**src/rtl/addsub_rr_arbiter_pkg.sv**
```systemverilog
// Shared types and defaults for the add/sub round-robin arbiter slice.
// Holds the FSM state encoding and the pointer-advance helper.
package addsub_rr_arbiter_pkg;

  localparam int unsigned ARB_W    = 32;
  localparam int unsigned ARB_NREQ = 4;
  localparam int unsigned ARB_IDW  = 2;

  typedef enum logic [1:0] {
    ST_IDLE = 2'd0,
    ST_EXEC = 2'd1,
    ST_RESP = 2'd2
  } arb_state_e;

  // Increment with wrap at n; used to move the round-robin pointer past the last winner.
  function automatic int unsigned wrap_inc(input int unsigned v, input int unsigned n);
    return (v + 1 >= n) ? 0 : v + 1;
  endfunction

endpackage

```
**src/rtl/addsub_rr_arbiter_if.sv**
```systemverilog
// Request/response bus between the ALU front-end ports and the add/sub arbiter.
// master = requesters and result consumer, slave = arbiter.
interface addsub_rr_arbiter_if
  import addsub_rr_arbiter_pkg::*;
#(
  parameter int unsigned W    = ARB_W,
  parameter int unsigned NREQ = ARB_NREQ,
  parameter int unsigned IDW  = ARB_IDW
) ();

  logic [NREQ-1:0]   req_valid;
  logic [NREQ-1:0]   req_ready;
  logic [NREQ*W-1:0] req_a;
  logic [NREQ*W-1:0] req_b;
  logic [NREQ-1:0]   req_m;

  logic              rsp_valid;
  logic              rsp_ready;
  logic [IDW-1:0]    rsp_id;
  logic [W-1:0]      rsp_s;
  logic              rsp_cout;
  logic              rsp_ovf;

  modport master (
    output req_valid, req_a, req_b, req_m, rsp_ready,
    input  req_ready, rsp_valid, rsp_id, rsp_s, rsp_cout, rsp_ovf
  );

  modport slave (
    input  req_valid, req_a, req_b, req_m, rsp_ready,
    output req_ready, rsp_valid, rsp_id, rsp_s, rsp_cout, rsp_ovf
  );

endinterface

```
**src/rtl/addsub_rr_arbiter_rr_pick.sv**
```systemverilog
// Combinational round-robin picker: first set request at or after ptr, wrapping to 0.
// Produces a one-hot grant, the winning index and an any-request flag.
module addsub_rr_arbiter_rr_pick
  import addsub_rr_arbiter_pkg::*;
#(
  parameter int unsigned NREQ = ARB_NREQ,
  parameter int unsigned IDW  = ARB_IDW
) (
  input  logic [NREQ-1:0] req,
  input  logic [IDW-1:0]  ptr,
  output logic [NREQ-1:0] gnt,
  output logic [IDW-1:0]  idx,
  output logic            any
);

  // Pass one covers [ptr, NREQ-1]; pass two wraps around and only fires if pass one found nothing.
  always_comb begin
    gnt = '0;
    idx = '0;
    any = 1'b0;
    for (int unsigned i = 0; i < NREQ; i++) begin
      if (!any && req[i] && (32'(ptr) <= i)) begin
        any    = 1'b1;
        gnt[i] = 1'b1;
        idx    = IDW'(i);
      end
    end
    for (int unsigned i = 0; i < NREQ; i++) begin
      if (!any && req[i]) begin
        any    = 1'b1;
        gnt[i] = 1'b1;
        idx    = IDW'(i);
      end
    end
  end

endmodule

```
**src/rtl/addsub_rr_arbiter.sv**
```systemverilog
// Shares one external n_bit_adder between NREQ requesters: grant, execute, return result with id.
// Define ARB_OVF_EN to build the signed-overflow capture; otherwise rsp_ovf is tied low.
module addsub_rr_arbiter
  import addsub_rr_arbiter_pkg::*;
#(
  parameter int unsigned W    = ARB_W,
  parameter int unsigned NREQ = ARB_NREQ,
  parameter int unsigned IDW  = ARB_IDW
) (
  input  logic                      clk,
  input  logic                      rst,
  addsub_rr_arbiter_if.slave        bus,
  output logic [W-1:0]              add_a,
  output logic [W-1:0]              add_b,
  output logic                      add_m,
  input  logic [W-1:0]              add_s,
  input  logic                      add_cout,
  output logic                      busy
);

  arb_state_e      state_q, state_d;
  logic [IDW-1:0]  ptr_q, ptr_d;
  logic [IDW-1:0]  id_q, id_d;
  logic [W-1:0]    op_a_q, op_a_d;
  logic [W-1:0]    op_b_q, op_b_d;
  logic            op_m_q, op_m_d;
  logic [W-1:0]    rsp_s_q, rsp_s_d;
  logic            rsp_cout_q, rsp_cout_d;
  logic            rsp_valid_q, busy_q;

  logic [NREQ-1:0] gnt_c, req_ready_c;
  logic [IDW-1:0]  win_c;
  logic            any_c;
  logic [W-1:0]    sel_a_c, sel_b_c;
  logic            sel_m_c;

  addsub_rr_arbiter_rr_pick #(
    .NREQ (NREQ),
    .IDW  (IDW)
  ) u_rr_pick (
    .req (bus.req_valid),
    .ptr (ptr_q),
    .gnt (gnt_c),
    .idx (win_c),
    .any (any_c)
  );

  // Operand mux driven by the one-hot grant.
  always_comb begin
    sel_a_c = '0;
    sel_b_c = '0;
    sel_m_c = 1'b0;
    for (int unsigned i = 0; i < NREQ; i++) begin
      if (gnt_c[i]) begin
        sel_a_c = bus.req_a[i*W +: W];
        sel_b_c = bus.req_b[i*W +: W];
        sel_m_c = bus.req_m[i];
      end
    end
  end

  // Next-state and register-update logic.
  always_comb begin
    state_d     = state_q;
    ptr_d       = ptr_q;
    id_d        = id_q;
    op_a_d      = op_a_q;
    op_b_d      = op_b_q;
    op_m_d      = op_m_q;
    rsp_s_d     = rsp_s_q;
    rsp_cout_d  = rsp_cout_q;
    req_ready_c = '0;
    case (state_q)
      ST_IDLE: begin
        if (any_c) begin
          req_ready_c = gnt_c;
          op_a_d      = sel_a_c;
          op_b_d      = sel_b_c;
          op_m_d      = sel_m_c;
          id_d        = win_c;
          state_d     = ST_EXEC;
        end
      end
      ST_EXEC: begin
        rsp_s_d    = add_s;
        rsp_cout_d = add_cout;
        state_d    = ST_RESP;
      end
      ST_RESP: begin
        if (bus.rsp_ready) begin
          ptr_d   = IDW'(wrap_inc(32'(id_q), NREQ));
          state_d = ST_IDLE;
        end
      end
      default: state_d = ST_IDLE;
    endcase
  end

  always_ff @(posedge clk) begin
    if (rst) begin
      state_q     <= ST_IDLE;
      ptr_q       <= '0;
      id_q        <= '0;
      op_a_q      <= '0;
      op_b_q      <= '0;
      op_m_q      <= 1'b0;
      rsp_s_q     <= '0;
      rsp_cout_q  <= 1'b0;
      rsp_valid_q <= 1'b0;
      busy_q      <= 1'b0;
    end else begin
      state_q     <= state_d;
      ptr_q       <= ptr_d;
      id_q        <= id_d;
      op_a_q      <= op_a_d;
      op_b_q      <= op_b_d;
      op_m_q      <= op_m_d;
      rsp_s_q     <= rsp_s_d;
      rsp_cout_q  <= rsp_cout_d;
      rsp_valid_q <= (state_d == ST_RESP);
      busy_q      <= (state_d != ST_IDLE);
    end
  end

`ifdef ARB_OVF_EN
  logic ovf_q, ovf_d;

  // Signed overflow: effective operand signs agree but the result sign differs from A.
  always_comb begin
    ovf_d = ovf_q;
    if (state_q == ST_EXEC) begin
      ovf_d = (op_a_q[W-1] == (op_b_q[W-1] ^ op_m_q)) && (add_s[W-1] != op_a_q[W-1]);
    end
  end

  always_ff @(posedge clk) begin
    if (rst) begin
      ovf_q <= 1'b0;
    end else begin
      ovf_q <= ovf_d;
    end
  end

  assign bus.rsp_ovf = ovf_q;
`else
  assign bus.rsp_ovf = 1'b0;
`endif

  // Grant strobe is combinational so the winner transfers in the same IDLE cycle.
  assign bus.req_ready = rst ? '0 : req_ready_c;
  assign bus.rsp_valid = rsp_valid_q;
  assign bus.rsp_id    = id_q;
  assign bus.rsp_s     = rsp_s_q;
  assign bus.rsp_cout  = rsp_cout_q;
  assign add_a         = op_a_q;
  assign add_b         = op_b_q;
  assign add_m         = op_m_q;
  assign busy          = busy_q;

endmodule

```
**src/flat_wrapper.sv**
```systemverilog
// flat-port wrapper written by rule: the top's interface ports become plain ports
module addsub_rr_arbiter_flat import addsub_rr_arbiter_pkg::*;
#(
  parameter int unsigned W    = ARB_W,
  parameter int unsigned NREQ = ARB_NREQ,
  parameter int unsigned IDW  = ARB_IDW
)
  (clk, rst, add_a, add_b, add_m, add_s, add_cout, busy, bus_req_valid, bus_req_a, bus_req_b, bus_req_m, bus_rsp_ready, bus_req_ready, bus_rsp_valid, bus_rsp_id, bus_rsp_s, bus_rsp_cout, bus_rsp_ovf);
  addsub_rr_arbiter_if #(.W(W), .NREQ(NREQ), .IDW(IDW)) bus_i ();
  input  logic clk;
  input  logic rst;
  output logic [W-1:0] add_a;
  output logic [W-1:0] add_b;
  output logic add_m;
  input  logic [W-1:0] add_s;
  input  logic add_cout;
  output logic busy;
  input wire logic [$bits(bus_i.req_valid)-1:0] bus_req_valid;
  input wire logic [$bits(bus_i.req_a)-1:0] bus_req_a;
  input wire logic [$bits(bus_i.req_b)-1:0] bus_req_b;
  input wire logic [$bits(bus_i.req_m)-1:0] bus_req_m;
  input wire logic [$bits(bus_i.rsp_ready)-1:0] bus_rsp_ready;
  output wire logic [$bits(bus_i.req_ready)-1:0] bus_req_ready;
  output wire logic [$bits(bus_i.rsp_valid)-1:0] bus_rsp_valid;
  output wire logic [$bits(bus_i.rsp_id)-1:0] bus_rsp_id;
  output wire logic [$bits(bus_i.rsp_s)-1:0] bus_rsp_s;
  output wire logic [$bits(bus_i.rsp_cout)-1:0] bus_rsp_cout;
  output wire logic [$bits(bus_i.rsp_ovf)-1:0] bus_rsp_ovf;
  assign bus_i.req_valid = bus_req_valid;
  assign bus_i.req_a = bus_req_a;
  assign bus_i.req_b = bus_req_b;
  assign bus_i.req_m = bus_req_m;
  assign bus_i.rsp_ready = bus_rsp_ready;
  assign bus_req_ready = bus_i.req_ready;
  assign bus_rsp_valid = bus_i.rsp_valid;
  assign bus_rsp_id = bus_i.rsp_id;
  assign bus_rsp_s = bus_i.rsp_s;
  assign bus_rsp_cout = bus_i.rsp_cout;
  assign bus_rsp_ovf = bus_i.rsp_ovf;
  addsub_rr_arbiter #(.W(W), .NREQ(NREQ), .IDW(IDW)) u_core (.clk(clk), .rst(rst), .bus(bus_i), .add_a(add_a), .add_b(add_b), .add_m(add_m), .add_s(add_s), .add_cout(add_cout), .busy(busy));
endmodule
```
**config.mk**
```make
export PLATFORM = sky130hd
export DESIGN_NAME = addsub_rr_arbiter_flat
export DESIGN_NICKNAME = d
export VERILOG_FILES = /design/src/rtl/addsub_rr_arbiter_pkg.sv /design/src/rtl/addsub_rr_arbiter_if.sv /design/src/rtl/addsub_rr_arbiter_rr_pick.sv /design/src/rtl/addsub_rr_arbiter.sv /design/src/flat_wrapper.sv
export SDC_FILE = /design/constraint.sdc
export NUM_CORES = 1
export LEC_CHECK = 0
export CAP_MARGIN = 20
export CORE_MARGIN = 2
export CORE_UTILIZATION = 25
export CTS_BUF_LIST = sky130_fd_sc_hd__clkbuf_4
export DETAILED_ROUTE_END_ITERATION = 10
export PLACE_DENSITY = 0.63
export SLEW_MARGIN = 20
export SYNTH_ARGS = -nofsm -noshare
export SYNTH_HDL_FRONTEND = slang
export SYNTH_SLANG_ARGS = --single-unit
```
**constraint.sdc**
```tcl
create_clock -name clk -period 2.6 [get_ports clk]
set_input_delay 0.52 -clock clk [delete_from_list [all_inputs] [get_ports clk]]
set_output_delay 0.52 -clock clk [all_outputs]
set_load 0.005 [all_outputs]
```
==> results of run 1 <==
==> sequential cells by signal (all words and copies together), names as in the netlist <==
register and flops:
u_core.bus.rsp_valid 1, u_core.bus.rsp_id 2, u_core.add_m 1, u_core.state_q 2, u_core.busy 1, u_core.bus.rsp_s 32, u_core.bus.rsp_cout 1, u_core.add_a 32
u_core.add_b 32, u_core.ptr_q 2
==> worst paths after layout <==
kind / slack (ns) / end
hold / removal: 0.33 / u_core.state_q[0]$_SDFF_PP0_
setup / recovery: 0.07 / bus_req_ready[2]
hold reg to reg: 0.47 / u_core.bus.rsp_s[26]$_SDFFE_PP0N_
setup reg to reg: 0.34 / u_core.add_b[20]$_SDFFE_PP0P_
==> final cells by class <==
class,instances,area [um^2],area share [%]
Timing Repair Buffer,438,4350,40.8
Inverter,67,251,2.36
Sequential cell,106,2130,20.0
Clock inverter,7,86.3,0.810
Antenna cell,2,5.00,0.0470
Multi-Input combinational cell,537,3370,31.6
Tap cell,324,405,3.81
Clock buffer,9,67.6,0.634
==> cell families (layout without fill, tap and decap cells) <==
logic type | count (synthesis) | after routing
AND/OR/NAND/NOR | 286 | 286
AO/OA/AOI/OAI | 248 | 248
buffers and inverters | 163 | 521
flip-flops | 106 | 106
adder cells (fa/ha/maj) | 1 | 1
other | 1 | 3
multiplexers | 1 | 1
==> stage by stage <==
| step | utilization (%) | cells | power, mW |
|---|---|---|---|
| after floorplan | - | 806 | 2.71 |
| after global placement | 43.1 | 1471 | 3.76 |
| after detailed placement | 43.1 | 1471 | 3.78 |
| after CTS | 43.8 | 1488 | 4.76 |
| after global routing | 43.8 | 1489 | 4.97 |
| final | 43.8 | 1490 | 4.70 |
==> synth_stat cells, types with 3 or more instances <==
cell and n:
dfxtp_1 106, nor2_1 72, inv_1 67, nand2_1 67, o21ai_0 66, o221ai_1 66
a221oi_1 63, nor3_1 62, nor4_1 50, a21oi_1 40, buf_2 40, clkbuf_1 39
nor4_2 15, buf_4 8, buf_6 7, nor3_2 6, and2_1 3, or2_1 3
==> where the power goes <==
part           switching [mW]  internal, mW  total, mW
clock                   0.715         0.242      0.957
sequential              0.119          1.79       1.90
combinational           0.854         0.990       1.84
==> metal layers <==
layer  routed length, um  global-route usage, %  vias up
li1                    -                      -     3702
met1               12400                   28.0     3736
met2               14400                   37.5      445
met3                2620                   5.68       72
met4                1330                   10.5        0
met5                   0                      0        -
==> what timing repair did <==
| item | 4_1_cts | 5_1_grt |
|---|---|---|
| hold endpoints to repair | 0 | 0 |
| setup buffers | 1 | 0 |
| endpoints found under the setup margin | 4 | 2 |
| gates resized for setup | 13 | 6 |
==> worst max-delay path: stages <==
cell and delay [ns]:
clkdlybuf4s50_1 0.48, buf_4 0.17, o21bai_1 0.10, a32o_4 0.32, and2_1 0.15, clkdlybuf4s15_1 0.26
==> flow_metrics.env, run 1 <==
export IMPL_cp_start_kind="input port"
export IMPL_crit_start="bus_req_valid[0]"
export IMPL_status="completed"
export IMPL_reg2reg_from="u_core.ptr_q[0]$_SDFFE_PP0P_"
export IMPL_io_pin_count=407
export IMPL_ys_top_cells_by_area="dfxtp_1 (34%), o221ai_1 (9.3%), a221oi_1 (8.9%), o21ai_0 (5.3%), nor4_1 (5.1%)"
export IMPL_wire_per_inst_um=20.6
export IMPL_place_congestion=0.856
export IMPL_hp_class="in2reg"
export IMPL_yosysSeqAreaShare_pct=34.3
export IMPL_crit_arrival_ns=2.01
export IMPL_route_detailed_drc=0
export IMPL_synth_warnings=0
export IMPL_final_common_cell="clkdlybuf4s50_1"
export IMPL_skew_ns=0.0238
export IMPL_synth_adder_area_share_pct=0.202
export IMPL_worstMarginPinSlew_ns=0.906
export IMPL_r2r_worst_path_cells=6
export IMPL_die_area_um2=26000
export IMPL_start_util_pct=25.5
export IMPL_muxShareOfSynthArea_pct=0.162
export IMPL_rows=57
export IMPL_fill_cells=2461
export IMPL_insertion_delay_ns=0.50
export IMPL_path_class="in2out"
export IMPL_drive_gt1_share_pct=8.08
export IMPL_required_ns=2.08
export IMPL_ant_nets=0
export IMPL_async_flop_share_pct=0
export IMPL_yosys_area_top_type_share_pct=34.3
export IMPL_place_area_um2=10500
export IMPL_drt_pass1_iter_count=7
export IMPL_port_buffers=405
export IMPL_synthSimpleGateAreaFrac_pct=24.4
export IMPL_vias=7955
export IMPL_fin_crit_ns=2.53
export IMPL_synthToLayoutAreaGrowth_pct=72.1
export IMPL_die_h_um=161
export IMPL_place_ws_ns=-0.417
export IMPL_numClockSinks=106
export IMPL_whs_path_depth=3
export IMPL_max_freq_ghz=0.396
export IMPL_cts_max_path_buffers=2
export IMPL_grt_pass1_vias=8068
export IMPL_cp_end_kind="primary output"
export IMPL_nets=1460
export IMPL_synth_compound_area_share_pct=28.7
export IMPL_synth_cells=806
export IMPL_peakVddDrop_mv=0.234
export IMPL_synthXorXnorAreaFrac_pct=0
export IMPL_setup_violations=0
export IMPL_die_w_um=161
export IMPL_grt_usage_pct=22.8
export IMPL_synth_top_area_cell="dfxtp_1"
export IMPL_holdWs_ns=0.328
export IMPL_synth_cell_types=40
export IMPL_grt_overflow_total=0
export IMPL_drv_slew=0
export IMPL_cts_root_buf="clkbuf_4"
export IMPL_ys_flop_type="dfxtp_1"
export IMPL_maxSlewHeadroom_pct=39.6
export IMPL_syn_area_per_cell_um2=7.68
export IMPL_antenna_found_initial=2
export IMPL_avgViaCountPerCell=5.34
export IMPL_cts_htree_levels=3
export IMPL_grt_first_pass_wirelength_mm=46.5
export IMPL_synth_top_family_by_area="compound AO/OA/AOI/OAI gates"
export IMPL_drt_iter0_markers=627
export IMPL_synth_fp_nets=1107
export IMPL_final_area_um2=10700
export IMPL_power_density_nw_per_um2=442
export IMPL_fin_setup_tns_ns=0
export IMPL_core_area_um2=24300
export IMPL_grt_max_degree=67
export IMPL_rsz0062_at_grt="false"
export IMPL_cts_buffers=9
export IMPL_cts_tree="yes"
export IMPL_setup_slack_ns=0.0741
export IMPL_synth_seq_cells=106
export IMPL_hp_start="rst"
export IMPL_synth_edf_count=0
export IMPL_postCtsHoldBufs=0
export IMPL_cap_violations=0
export IMPL_hpwlAfterDp_mm=20.6
export IMPL_mappedNetlistArea_um2=6190
export IMPL_hold_violations=0
export IMPL_crit_path_max_fanout=8
export IMPL_post_route_period_util_pct=97.1
export IMPL_leakagePower_nw=3.87
export IMPL_final_cell_mix="clkdlybuf4s50_1 (398), dfxtp_1 (102), nor2_1 (71), inv_1 (67), nand2_1 (67)"
export IMPL_clkTransAtPathRegs_ns=0.21
export IMPL_wl_mm=30.8
(Power assumes the default switching activity.)
==> run 2: changes to the inputs <==
--- a/config.mk
+++ b/config.mk
@@ -6,11 +6,10 @@
 export NUM_CORES = 1
 export LEC_CHECK = 0
 export CAP_MARGIN = 20
-export CORE_MARGIN = 2
 export CORE_UTILIZATION = 25
 export CTS_BUF_LIST = sky130_fd_sc_hd__clkbuf_4
 export DETAILED_ROUTE_END_ITERATION = 10
-export PLACE_DENSITY = 0.63
+export PLACE_DENSITY = 0.66
 export SLEW_MARGIN = 20
 export SYNTH_ARGS = -nofsm -noshare
 export SYNTH_HDL_FRONTEND = slang
==> constraint.sdc (replaced) <==
create_clock -name clk -period 2.28 [get_ports clk]
set_input_delay 0.456 -clock clk [delete_from_list [all_inputs] [get_ports clk]]
set_output_delay 0.456 -clock clk [all_outputs]
set_load 0.005 [all_outputs]
==> flow_metrics.env, run 2 (same netlist as run 1, synthesis figures left out) <==
export IMPL_status="completed"
export IMPL_port_buffers=405
export IMPL_rrSetupSlack_ns=0.23
export IMPL_postCtsHoldBufs=0
export IMPL_required_ns=1.82
export IMPL_drt_iter0_markers=688
export IMPL_crit_arrival_ns=1.72
export IMPL_hp_start="rst"
export IMPL_place_ws_ns=-0.527
export IMPL_cts_max_path_buffers=2
export IMPL_start_util_pct=25.5
export IMPL_setup_violations=0
export IMPL_rows=57
export IMPL_final_area_um2=10800
export IMPL_crit_path_max_fanout=4
export IMPL_wl_mm=29.1
export IMPL_drv_slew=0
export IMPL_avgViaCountPerCell=5.27
export IMPL_post_route_period_util_pct=95.5
export IMPL_antenna_found_initial=1
export IMPL_die_area_um2=25400
export IMPL_fin_util_pct=44.5
export IMPL_die_w_um=159
export IMPL_place_area_um2=10600
export IMPL_r2r_worst_path_cells=8
export IMPL_cts_tree="yes"
export IMPL_cts_buffers=9
export IMPL_holdWs_ns=0.229
export IMPL_io_pin_count=407
export IMPL_grt_max_degree=54
export IMPL_grt_usage_pct=22.3
export IMPL_wire_per_inst_um=19.3
export IMPL_numClockSinks=106
export IMPL_setup_slack_ns=0.102
export IMPL_skew_ns=0.0336
export IMPL_hpwlAfterDp_mm=19.3
export IMPL_clkTransAtPathRegs_ns=0.21
export IMPL_cp_start_kind="register"
export IMPL_fin_crit_ns=2.18
export IMPL_r2r_end="u_core.add_a[29]$_SDFFE_PP0P_"
export IMPL_path_class="reg2out"
export IMPL_whs_endpoint="u_core.bus.rsp_s[2]$_SDFFE_PP0N_"
export IMPL_ant_nets=0
export IMPL_final_cell_mix="clkdlybuf4s50_1 (396), dfxtp_1 (102), nor2_1 (72), inv_1 (67), nand2_1 (67)"
export IMPL_vias=7924
export IMPL_cap_violations=0
export IMPL_worstMarginPinSlew_ns=0.694
export IMPL_insertion_delay_ns=0.50
export IMPL_core_area_um2=24300
export IMPL_power_density_nw_per_um2=505
export IMPL_cts_root_buf="clkbuf_4"
export IMPL_max_freq_ghz=0.459
export IMPL_reg2reg_from="u_core.ptr_q[0]$_SDFFE_PP0P_"
export IMPL_synthToLayoutAreaGrowth_pct=74.9
export IMPL_whs_path_depth=2
export IMPL_cp_end_kind="primary output"
export IMPL_drt_pass1_iter_count=5
export IMPL_die_h_um=159
export IMPL_peakVddDrop_mv=0.359
export IMPL_grt_first_pass_wirelength_mm=45.4
export IMPL_leakagePower_nw=3.98
export IMPL_grt_overflow_total=0
export IMPL_maxSlewHeadroom_pct=53.8
export IMPL_route_detailed_drc=0
export IMPL_cts_htree_levels=3
export IMPL_final_common_cell="clkdlybuf4s50_1"
export IMPL_hold_violations=0
export IMPL_place_congestion=0.839
export IMPL_nets=1476
export IMPL_grt_pass1_vias=8061
export IMPL_hp_class="in2reg"
export IMPL_drive_gt1_share_pct=9.66
==> run 2: critical path, cell delays in order (launching register included) <==
cell	delay, ns
dfxtp_2	0.36
or2_4	0.25
or2_4	0.28
nor2_4	0.12
and2_4	0.14
buf_2	0.11
==> run 2: worst max path at each step <==
stage / from / to / slack [ns] / depth (start not counted)
after floorplan: bus_req_valid[0] / bus_req_ready[0] / 0.21 / 8
after global placement: bus_req_valid[3] / bus_req_ready[0] / -0.50 / 7
after detailed placement: bus_req_valid[3] / bus_req_ready[0] / -0.53 / 7
after CTS: u_core.state_q[1]$_SDFF_PP0_ / bus_req_ready[0] / -0.02 / 5
after global routing: u_core.state_q[0]$_SDFF_PP0_ / bus_req_ready[0] / -0.002 / 5
final: u_core.state_q[0]$_SDFF_PP0_ / bus_req_ready[0] / 0.10 / 5
==> run 2: final cells by class <==
cell class,count,area [um^2]
Timing Repair Buffer,454,4500
Sequential cell,106,2130
Tap cell,324,405
Clock inverter,7,90.1
Fill cell,2360,13500
Multi-Input combinational cell,537,3380
Clock buffer,9,67.6
Antenna cell,1,2.50
Inverter,67,251
==> run 2: what timing repair did <==
item / CTS / global route
buffers inserted: 5 / 3
pin swaps: 2 / 3
setup endpoints to repair: 4 / 1
resized for setup: 32 / 3
gates cloned: 0 / 0
==> run 2: where the power goes <==
part | internal [mW] | switching, mW | leakage, nW
clock network | 0.370 | 0.797 | 0.0873
registers | 2.04 | 0.120 | 0.873
logic | 1.17 | 0.971 | 3.02
total | 3.58 | 1.89 | 3.98
==> run 2: metrics by stage <==
| step | instances | power, mW | TNS [ns] |
|---|---|---|---|
| final | 1505 | 5.46 | 0 |
| after floorplan | 806 | 3.09 | 0 |
| after global routing | 1505 | 5.78 | -0.00154 |
| after CTS | 1501 | 5.52 | -0.0173 |
| after detailed placement | 1480 | 4.30 | -26.01 |
| after global placement | 1480 | 4.28 | -23.75 |
==> run 2: metal layers <==
layer	up-vias	track usage [%]	share of wire, %
met5	-	0	0
met4	0	8.92	2.9
met3	51	6.41	9.6
met2	434	36.2	46
met1	3698	27.8	41
li1	3741	-	-
